### src/rtl/aes_round_ctrl.sv
// Sequencer for a shared single-round AES datapath: initial AddRoundKey, NUM_ROUNDS
// round-block passes with one key fetch each. Optional watchdog under `ROUND_TIMEOUT_EN`.
module aes_round_ctrl #(
  parameter int NUM_ROUNDS     = 10,
  parameter int TIMEOUT_CYCLES = 64
) (
  input  logic         clk,
  input  logic         rst,
  input  logic         in_valid,
  output logic         in_ready,
  input  logic [127:0] in_data,
  output logic [3:0]   key_idx,
  input  logic [127:0] key_in,
  output logic [127:0] rnd_data_in,
  output logic [127:0] rnd_key,
  output logic         rnd_i_en,
  output logic         rnd_skip_mix_cols,
  input  logic         rnd_o_en,
  input  logic [127:0] rnd_data_out,
  output logic         out_valid,
  input  logic         out_ready,
  output logic [127:0] out_data,
  output logic         busy,
  output logic         err
);

  typedef enum logic [1:0] {IDLE, ROUND, GAP, DONE} fsm_t;

  localparam logic [3:0] LAST_ROUND = 4'(NUM_ROUNDS);
  localparam logic [7:0] TMO_LIMIT  = 8'(TIMEOUT_CYCLES - 1);

  fsm_t         fsm;
  logic [127:0] state_q;
  logic [3:0]   round_cnt;
  logic         err_q;
  logic         rnd_en_q;
  logic         skip_q;
  logic         out_valid_q;
  logic         busy_q;
  logic [3:0]   key_idx_q;
  logic         tmo_hit;

`ifdef ROUND_TIMEOUT_EN
  logic [7:0] tmo_cnt;

  // Held at zero outside ROUND, so every ROUND entry starts a fresh count.
  always_ff @(posedge clk or posedge rst) begin
    if (rst)                tmo_cnt <= '0;
    else if (fsm != ROUND)  tmo_cnt <= '0;
    else if (!rnd_o_en)     tmo_cnt <= tmo_cnt + 8'd1;
  end

  assign tmo_hit = (fsm == ROUND) && !rnd_o_en && (tmo_cnt == TMO_LIMIT);
`else
  logic unused_tmo;
  assign unused_tmo = ^TMO_LIMIT;
  assign tmo_hit    = 1'b0;
`endif

  // NOTE: sequential state uses non-blocking assignments only, so every register
  // in this block sees the pre-edge values of the others regardless of statement order.
  always_ff @(posedge clk or posedge rst) begin
    if (rst) begin
      // NOTE: the 128-bit state is reset too, so out_data reads zero after an abort.
      fsm         <= IDLE;
      state_q     <= '0;
      round_cnt   <= '0;
      err_q       <= 1'b0;
      rnd_en_q    <= 1'b0;
      skip_q      <= 1'b0;
      out_valid_q <= 1'b0;
      busy_q      <= 1'b0;
      key_idx_q   <= '0;
    end else begin
      case (fsm)
        IDLE: begin
          if (in_valid) begin
            state_q   <= in_data ^ key_in;
            round_cnt <= 4'd1;
            err_q     <= 1'b0;
            fsm       <= ROUND;
            rnd_en_q  <= 1'b1;
            skip_q    <= (LAST_ROUND == 4'd1);
            key_idx_q <= 4'd1;
            busy_q    <= 1'b1;
          end
        end
        ROUND: begin
          if (rnd_o_en) begin
            state_q   <= rnd_data_out;
            rnd_en_q  <= 1'b0;
            skip_q    <= 1'b0;
            key_idx_q <= '0;
            if (round_cnt == LAST_ROUND) begin
              fsm         <= DONE;
              out_valid_q <= 1'b1;
            end else begin
              round_cnt <= round_cnt + 4'd1;
              fsm       <= GAP;
            end
          end else if (tmo_hit) begin
            err_q     <= 1'b1;
            state_q   <= '0;
            round_cnt <= '0;
            fsm       <= IDLE;
            rnd_en_q  <= 1'b0;
            skip_q    <= 1'b0;
            key_idx_q <= '0;
            busy_q    <= 1'b0;
          end
        end
        GAP: begin
          // round_cnt already points at the next round here.
          fsm       <= ROUND;
          rnd_en_q  <= 1'b1;
          skip_q    <= (round_cnt == LAST_ROUND);
          key_idx_q <= round_cnt;
        end
        DONE: begin
          if (out_ready) begin
            round_cnt   <= '0;
            fsm         <= IDLE;
            out_valid_q <= 1'b0;
            busy_q      <= 1'b0;
          end
        end
        default: fsm <= IDLE;
      endcase
    end
  end

  assign in_ready          = (fsm == IDLE) && !rst;
  assign busy              = busy_q;
  assign key_idx           = key_idx_q;
  assign rnd_data_in       = state_q;
  assign rnd_key           = key_in;
  assign rnd_i_en          = rnd_en_q;
  assign rnd_skip_mix_cols = skip_q;
  assign out_valid         = out_valid_q;
  assign out_data          = state_q;
  assign err               = err_q;

endmodule

### config.mk
export PLATFORM = sky130hd
export DESIGN_NAME = aes_round_ctrl
export DESIGN_NICKNAME = d
export VERILOG_FILES = /design/src/rtl/aes_round_ctrl.sv
export SDC_FILE = /design/constraint.sdc
export NUM_CORES = 1
export LEC_CHECK = 0
export ABC_AREA = 1
export CORE_AREA = 8 8 296 298
export CTS_CLUSTER_DIAMETER = 80
export DETAILED_ROUTE_END_ITERATION = 6
export DIE_AREA = 0 0 304 306
export PLACE_DENSITY = 0.39
export SLEW_MARGIN = 10
export SYNTH_ARGS = -nofsm -noshare
export SYNTH_HDL_FRONTEND = slang
export SYNTH_SLANG_ARGS = --single-unit
### constraint.sdc
create_clock -name clk -period 4.9 [get_ports clk]
set_input_delay 0.49 -clock clk [delete_from_list [all_inputs] [get_ports clk]]
set_output_delay 0.49 -clock clk [all_outputs]
set_load 0.02 [all_outputs]
# Word-level counts from Yosys, hierarchy flattened
# Index checks and enable logic that the tools add are counted.
# totals
in_bits,389
reg_bits,142
elab_cells,58
# classes
bitwise,1
n_reduce_logical,14
add_sub_neg,1
n_mux,25
eq_ne,9
# ops
cell,count
128-bit 2-to-1 mux,2
128-bit case mux with 2 select lines,1
128-bit XOR,1
4-bit case mux with 3 select lines,2
4-bit 2-to-1 mux,5
3-bit AND reduction,4
2-bit inequality test (second input constant),5
2-bit case mux with 4 select lines,1
1-bit 2-to-1 mux,7
2-bit 2-to-1 mux,3
1-bit case mux with 3 select lines,2
2-bit nonzero test,3
3-bit nonzero test,2
5-bit AND reduction,1
4-bit by 1-bit adder with 4-bit output (second input constant),1
2-bit equality test (second input constant),2
4-bit equality test (second input constant),1
1-bit case mux with 2 select lines,2
4-bit AND reduction,1
2-bit by 1-bit equality test with 1-bit output (second input constant),1
2-bit logical NOT,1
1-bit logical AND,1
1-bit logical NOT,1

# Depth between registers and ports, before layout
# Gate-level depths: netlist of run 1.
# logic_depth
depth_word,4
mapped_depth,10
ltp_nobuf,8

# Least setup slack after synthesis of run 1
# No wires, ideal clock.
# synth_timing
kind,reg2reg
from,reg fsm[1]
to,"reg state_q[100], in the netlist out_data[100]"
arrival_time_ps,1476
stages_incl_launch_ff,10
path_slack_ps,3298
synth_period_minus_slack_ps,1602
setup_time_ps,126
path_cell_list,dfrtp_1 -> inv_1 -> ha_1 -> buf_4 -> inv_2 -> nand2_1 -> a21oi_4 -> buf_2 -> buf_2 -> o21ai_0
# synth_via
elab_chain_len,3
elab_cells_between_ends,7
# synth_lines
element,line_no,text
from (decl),32,fsm_t fsm;
from (signal assigned),65,fsm <= IDLE;
from (signal assigned),81,fsm <= ROUND;
from (signal assigned),95,fsm <= DONE;
2-bit by 1-bit equality test with 1-bit output / 2-bit logical NOT (equally long branches),75,case (fsm)
2-bit inequality test (no source line) / 2-bit nonzero test (equally long branches),-,
3-bit AND reduction (no source line),-,
to (signal assigned),78,state_q <= in_data ^ key_in;
to (signal assigned),90,state_q <= rnd_data_out;
to (decl),33,logic [127:0] state_q;
# Parallel ways exist; a longest one is shown, timed or not.
# A chain may end at the register's enable or synchronous reset.

# Final worst setup path of run 1
# layout_timing
from,reg fsm[1]
to,"reg state_q[33], in the netlist out_data[33]"
# The elaborated chain is that of the path after synthesis.

==> results.sh, run 1 <==
export IMPL_finClkSkew_ps=5.894
export IMPL_nets=2465
export IMPL_arrival_ps=2930
export IMPL_path_class="reg -> reg"
export IMPL_slew_headroom_pct=42.71
export IMPL_cp_slowest_cell="dfrtp_1"
export IMPL_path_cells="inv_1 > ha_4 > inv_4 > nand2_1 > a21oi_4 > buf_12 > o21ai_0"
export IMPL_ys_seq_elements=142
export IMPL_postSynthAreaPerCell_sq_um=6.662
export IMPL_clock_sinks=142
export IMPL_timing_fmax_ghz=0.3817
export IMPL_antenna_left=0
export IMPL_hold_path_class="reg -> reg"
export IMPL_leakage_nw=7.673
export IMPL_cts_tree="built"
export IMPL_post_route_period_util_pct=53.47
export IMPL_power_density_nw_per_um2=580.2
export IMPL_finalSetupTns_ps=0
export IMPL_yosysUniqueCellTypes=20
export IMPL_crit_path_start_kind="flip-flop"
export IMPL_synth_area_sq_um=10500
export IMPL_critPathRequiredTime_ps=5210
export IMPL_netlist_instances=1576
export IMPL_ir_drop_mv=0.2546
export IMPL_insertion_delay_ps=460
export IMPL_core_area_sq_um=82890
export IMPL_ys_warn_count=0
export IMPL_crit_fanout=134
export IMPL_wl_microns=56360
export IMPL_holdBufCountCts=0
export IMPL_antenna_found_initial=6
export IMPL_cap_violations=0
export IMPL_dp_slack_ps=2253
export IMPL_die_height_microns=306
export IMPL_grt_pass1_wl_microns=81450
export IMPL_dieArea_sq_um=93020
export IMPL_synthToLayoutAreaGrowth_pct=72.58
export IMPL_timing_hold_violations_final=0
export IMPL_initial_core_util_pct=12.67
export IMPL_io_pins=783
export IMPL_cts_setup_buffers=0
export IMPL_grt_overflow_total=0
export IMPL_cts_htree_levels=4
export IMPL_cp_slowest_stage_delay_ps=420
export IMPL_final_layout_size_suffix_gt1_share_pct=1.971
export IMPL_status="complete, no violations"
export IMPL_yosysSeqAreaShare_pct=33.85
export IMPL_fin_crit_ps=2620
export IMPL_die_x_microns=304
export IMPL_rows=106
export IMPL_end_kind="flip-flop"
export IMPL_post_drt_wl_per_cell_microns=17.80
export IMPL_clockRootBuffer="clkbuf_16"
export IMPL_grt_usage_pct=11.76
export IMPL_portBuffers=781
export IMPL_fin_ws_ps=2280
export IMPL_drt_initial_drc_count=499
export IMPL_syn_nets=1973
export IMPL_dp_hpwl_microns=46480
export IMPL_setup_viol=0
export IMPL_cts_resized=0
export IMPL_path_clk_slew_ps=70
export IMPL_rsz0062_at_grt="false"
export IMPL_drv_slew=0
export IMPL_numCtsBuffers=17
export IMPL_ctsLongestPathBuffers=2
export IMPL_gp_congestion=0.8424
export IMPL_grt_pass1_vias=11670
export IMPL_vias=11100
export IMPL_viasPerCell=3.507
export IMPL_drtPass1Iterations=5
export IMPL_worst_pin_slew_ps=859.4
export IMPL_drc=0
export IMPL_grt_max_degree=135
==> cells in the mapped netlist <==
cell type / number / area [sq um]
conb_1: 1 / 3.750
o21ai_0: 253 / 1266
buf_4: 275 / 2064
clkbuf_1: 11 / 41.29
inv_2: 1 / 3.750
nand3_1: 7 / 35.03
ha_1: 8 / 100.1
xnor2_1: 1 / 8.760
o31ai_1: 1 / 7.510
buf_1: 1 / 3.750
inv_1: 140 / 525.5
buf_6: 9 / 101.4
a21oi_1: 1 / 5.000
nand2_1: 548 / 2057
or2_2: 1 / 6.260
nor2_1: 141 / 529.3
dfrtp_1: 142 / 3553
o21ai_1: 15 / 75.07
buf_2: 19 / 95.09
a21oi_4: 1 / 16.27
==> where the power goes <==
part | total (mW) | leakage (nW) | switching [mW] | internal, mW
clock network | 1.45 | 0.290 | 0.594 | 0.854
registers | 2.43 | 1.77 | 0.679 | 1.75
logic | 6.63 | 5.61 | 3.80 | 2.83
total | 10.5 | 7.67 | 5.07 | 5.44
==> layout make-up <==
type	count	area, sq um
fillers	9222	64770
repair buffers	788	7920
multi-input cells	978	4123
flip-flops and latches	142	3553
well taps	1080	1351
inverters	141	536.8
clock buffers	19	432.9
clock inverters	12	186.4
diodes	6	15.01
==> layer usage <==
metal | GRT usage (%) | routed length [microns] | vias up
li1 | - | - | 5600
met1 | 13.54 | 23140 | 5091
met2 | 21.03 | 29410 | 373
met3 | 3.412 | 2944 | 38
met4 | 3.448 | 862 | 0
met5 | 0 | 0 | -
==> worst paths after layout <==
path,from,depth (start not counted),to,slack (ps)
worst min register to register,key_idx[3]$_DFFE_PP0P_,2,key_idx[3]$_DFFE_PP0P_,490
worst min-delay path,key_idx[3]$_DFFE_PP0P_,2,key_idx[3]$_DFFE_PP0P_,490
min in group asynchronous,rst,2,out_valid$_DFFE_PP0P_,580
worst max register to register,fsm[1]$_DFFE_PP0P_,7,out_data[33]$_DFFE_PP0P_,2280
worst max-delay path,fsm[1]$_DFFE_PP0P_,7,out_data[33]$_DFFE_PP0P_,2280
max in group asynchronous,rst,3,out_data[45]$_DFFE_PP0P_,3410
==> registers in the layout (all words and copies together) (netlist names) <==
| name | cells |
|---|---|
| rnd_skip_mix_cols | 1 |
| fsm | 2 |
| round_cnt | 4 |
| busy | 1 |
| rnd_i_en | 1 |
| out_valid | 1 |
| out_data | 128 |
| key_idx | 4 |
==> worst max-delay path: cells and delay by family (launching register included) <==
family / cells / cell delay [ps]
fa+ha+maj: 1 / 310
simple gates: 1 / 180
flops: 1 / 420
buf+inv: 3 / 770
compound gates: 2 / 470
==> logic make-up (layout without fill, tap and decap cells) <==
kind of cell	count (synthesis)	count (layout)	share of synthesized area, %
fa+ha+maj	8	8	0.9534
buf+inv	456	960	27.01
other cells	1	7	0.03572
simple gates	697	697	25.03
xor+xnor	1	1	0.08344
flops	142	142	33.85
compound gates	271	271	13.05
==> layout by cell type, fill, tap and decap left out <==
master	count
a21oi_4	1
inv_1	139
nand3_1	7
clkbuf_16	17
a21oi_1	1
xnor2_1	1
dfrtp_1	142
clkinv_4	3
clkbuf_1	2
nand2_1	548
buf_4	3
conb_1	1
inv_4	1
ha_1	7
o21ai_0	253
diode_2	6
nor2_1	141
bufinv_16	4
buf_12	4
ha_4	1
clkinvlp_4	3
o31ai_1	1
or2_2	1
clkdlybuf4s50_1	781
inv_6	3
o21ai_1	15
==> per-stage QoR <==
step | hold WS [ps] | instance area [sq um] | power [mW] | cells | utilization, %
2_1_floorplan | 492.3 | 10500 | 6.509 | 1576 | -
6_report | 486.6 | 18120 | 10.51 | 3166 | 21.86
4_1_cts | 499.1 | 18100 | 10.82 | 3160 | 21.84
3_5_place_dp | 482.5 | 17480 | 9.257 | 3129 | 21.09
3_3_place_gp | 477.2 | 17480 | 9.230 | 3129 | 21.09
5_1_grt | 541.3 | 18120 | 11.38 | 3165 | 21.86
No activity file was read; power rests on OpenSTA's default activity.
==> run 2: changes to the inputs <==
CORE_AREA = 8 8 300 302   (was 8 8 296 298)
DIE_AREA = 0 0 308 310   (was 0 0 304 306)
PLACE_DENSITY = 0.4   (was 0.39)
clock period = 2.3 ns   (was 4.9 ns; I/O delays follow)
==> results.sh, run 2 (synthesized netlist as in run 1, its figures left out) <==
export IMPL_p_comb_share_pct=64.7
export IMPL_initial_core_util_pct=12.25
export IMPL_nets=2485
export IMPL_status="complete, no violations"
export IMPL_final_area_sq_um=18340
export IMPL_fin_crit_ps=2005
export IMPL_switching_power_mw=11.07
export IMPL_p_seq_share_pct=23.3
export IMPL_instances_no_fill=3256
export IMPL_antenna_found_initial=2
export IMPL_grt_pass1_wl_microns=79570
export IMPL_finClkSkew_ps=15.22
export IMPL_p_int_mw=11.47
export IMPL_cts_htree_levels=4
export IMPL_slew_headroom_pct=58.77
export IMPL_portBuffers=781
export IMPL_io_pins=783
export IMPL_power_mw=22.54
export IMPL_power_frac_clock_pct=12.0
export IMPL_cts_tree="built"
export IMPL_dieArea_sq_um=95480
export IMPL_dp_hpwl_microns=47920
export IMPL_core_area_sq_um=85670
export IMPL_viasPerCell=3.459
export IMPL_place_area_sq_um=17790
export IMPL_arrival_ps=2380
export IMPL_power_density_nw_per_um2=1229
export IMPL_end_kind="flip-flop"
export IMPL_path_class="reg -> reg"
export IMPL_ctsLongestPathBuffers=2
export IMPL_antenna_left=0
export IMPL_grt_max_degree=111
export IMPL_drc=0
export IMPL_post_route_period_util_pct=87.15
export IMPL_grt_overflow_total=0
export IMPL_clockRootBuffer="clkbuf_16"
export IMPL_cp_num_buf_inv=4
export IMPL_setup_viol=0
export IMPL_antenna_cells=0
export IMPL_rsz0062_at_grt="false"
export IMPL_crit_family="buffers and inverters"
export IMPL_insertion_delay_ps=460
export IMPL_gp_congestion=0.8660
export IMPL_mostFrequentLayoutCell="clkdlybuf4s50_1"
export IMPL_grt_pass1_vias=11830
export IMPL_largest_register_ffs=128
export IMPL_vias=11260
export IMPL_crit_path_start_kind="flip-flop"
export IMPL_cap_violations=0
export IMPL_clock_sinks=142
export IMPL_wl_microns=57320
export IMPL_path_cells="inv_1 > ha_4 > inv_4 > buf_4 > buf_4 > nand2_1 > o21ai_0 > nand2_1 > o21ai_0"
export IMPL_drtPass1Iterations=5
export IMPL_fin_ws_ps=295.5
export IMPL_dp_cells=3224
export IMPL_finalSetupTns_ps=0
export IMPL_layout_common_cells="780 x clkdlybuf4s50_1, 548 x nand2_1, 253 x o21ai_0"
export IMPL_timing_fmax_ghz=0.4989
export IMPL_grt_usage_pct=11.31
export IMPL_leakage_nw=7.758
export IMPL_rows=108
export IMPL_die_height_microns=310
export IMPL_hold_path_class="in -> async"
export IMPL_critPathRequiredTime_ps=2680
export IMPL_crit_fanout=22
export IMPL_drt_initial_drc_count=580
export IMPL_post_drt_wl_per_cell_microns=17.60
export IMPL_timing_hold_violations_final=0
export IMPL_cp_slowest_cell="dfrtp_1"
export IMPL_cp_slowest_stage_delay_ps=420
export IMPL_die_x_microns=308
export IMPL_ir_drop_mv=0.7236
export IMPL_worst_pin_slew_ps=618.5
export IMPL_numCtsBuffers=17
export IMPL_switching_share_pct=49.12
export IMPL_synthToLayoutAreaGrowth_pct=74.67
export IMPL_drv_slew=0
export IMPL_path_clk_slew_ps=60
export IMPL_final_layout_size_suffix_gt1_share_pct=2.999
export IMPL_dp_slack_ps=290.5
export IMPL_cts_setup_buffers=0
[run 2: worst reg2reg max path: cells and delay by family, from the launching register on]
family,cells,cell delay [ps]
buf+inv,4,850
flops,1,420
compound gates,2,290
fa+ha+maj,1,200
simple gates,2,160
[run 2: timing repair]
item / 4_1_cts / 5_1_grt
hold buffers: 0 / 0
endpoints found under the setup margin: 1 / 0
resized for setup: 1 / 0
hold endpoints to repair: 0 / 0
[run 2: power groups by stage]
stage / Clock (mW) / Combinational (mW) / Sequential [mW]
global route: 2.98 / 15.9 / 5.44
global placement: 0 / 14.8 / 5.32
CTS: 2.89 / 14.9 / 5.34
finish: 2.71 / 14.6 / 5.25
floorplan: 0 / 7.95 / 5.92
detailed placement: 0 / 14.9 / 5.35
[run 2: per-layer routing]
| layer | vias to the layer above | part of all wire, % | global-route usage (%) |
|---|---|---|---|
| met4 | 2 | 1.8 | 3.144 |
| li1 | 5627 | - | - |
| met5 | - | 0.021 | 0 |
| met2 | 414 | 51 | 20.14 |
| met1 | 5178 | 40 | 13.02 |
| met3 | 43 | 6.8 | 3.523 |
[run 2: final timing paths]
kind	startpoint	endpoint	slack (ps)	cells after the start
max in group asynchronous	rst	out_data[94]$_DFFE_PP0P_	1570	4
min in group clk	rnd_data_out[17]	out_data[17]$_DFFE_PP0P_	420	5
max reg2reg	fsm[1]$_DFFE_PP0P_	out_data[61]$_DFFE_PP0P_	300	9
min reg2reg	rnd_i_en$_DFFE_PP0P_	rnd_i_en$_DFFE_PP0P_	490	2
max	fsm[1]$_DFFE_PP0P_	out_data[61]$_DFFE_PP0P_	300	9
min	rst	fsm[0]$_DFFE_PP0P_	50	2
[run 2: stage by stage]
stage	util, %	hold slack (ps)
final	21.41	50.00
after global routing	21.41	9.270
after CTS	21.41	0.9609
after detailed placement	20.76	476.1
after global placement	20.76	475.6
after floorplan	-	447.8
[run 2: layout make-up]
type,count,area [sq um]
Fill cell,9612,67330
Timing Repair Buffer,808,8132
Multi-Input combinational cell,978,4123
Sequential cell,142,3553
Tap cell,1155,1445
Inverter,141,535.5
Clock buffer,19,442.9
Clock inverter,13,107.6
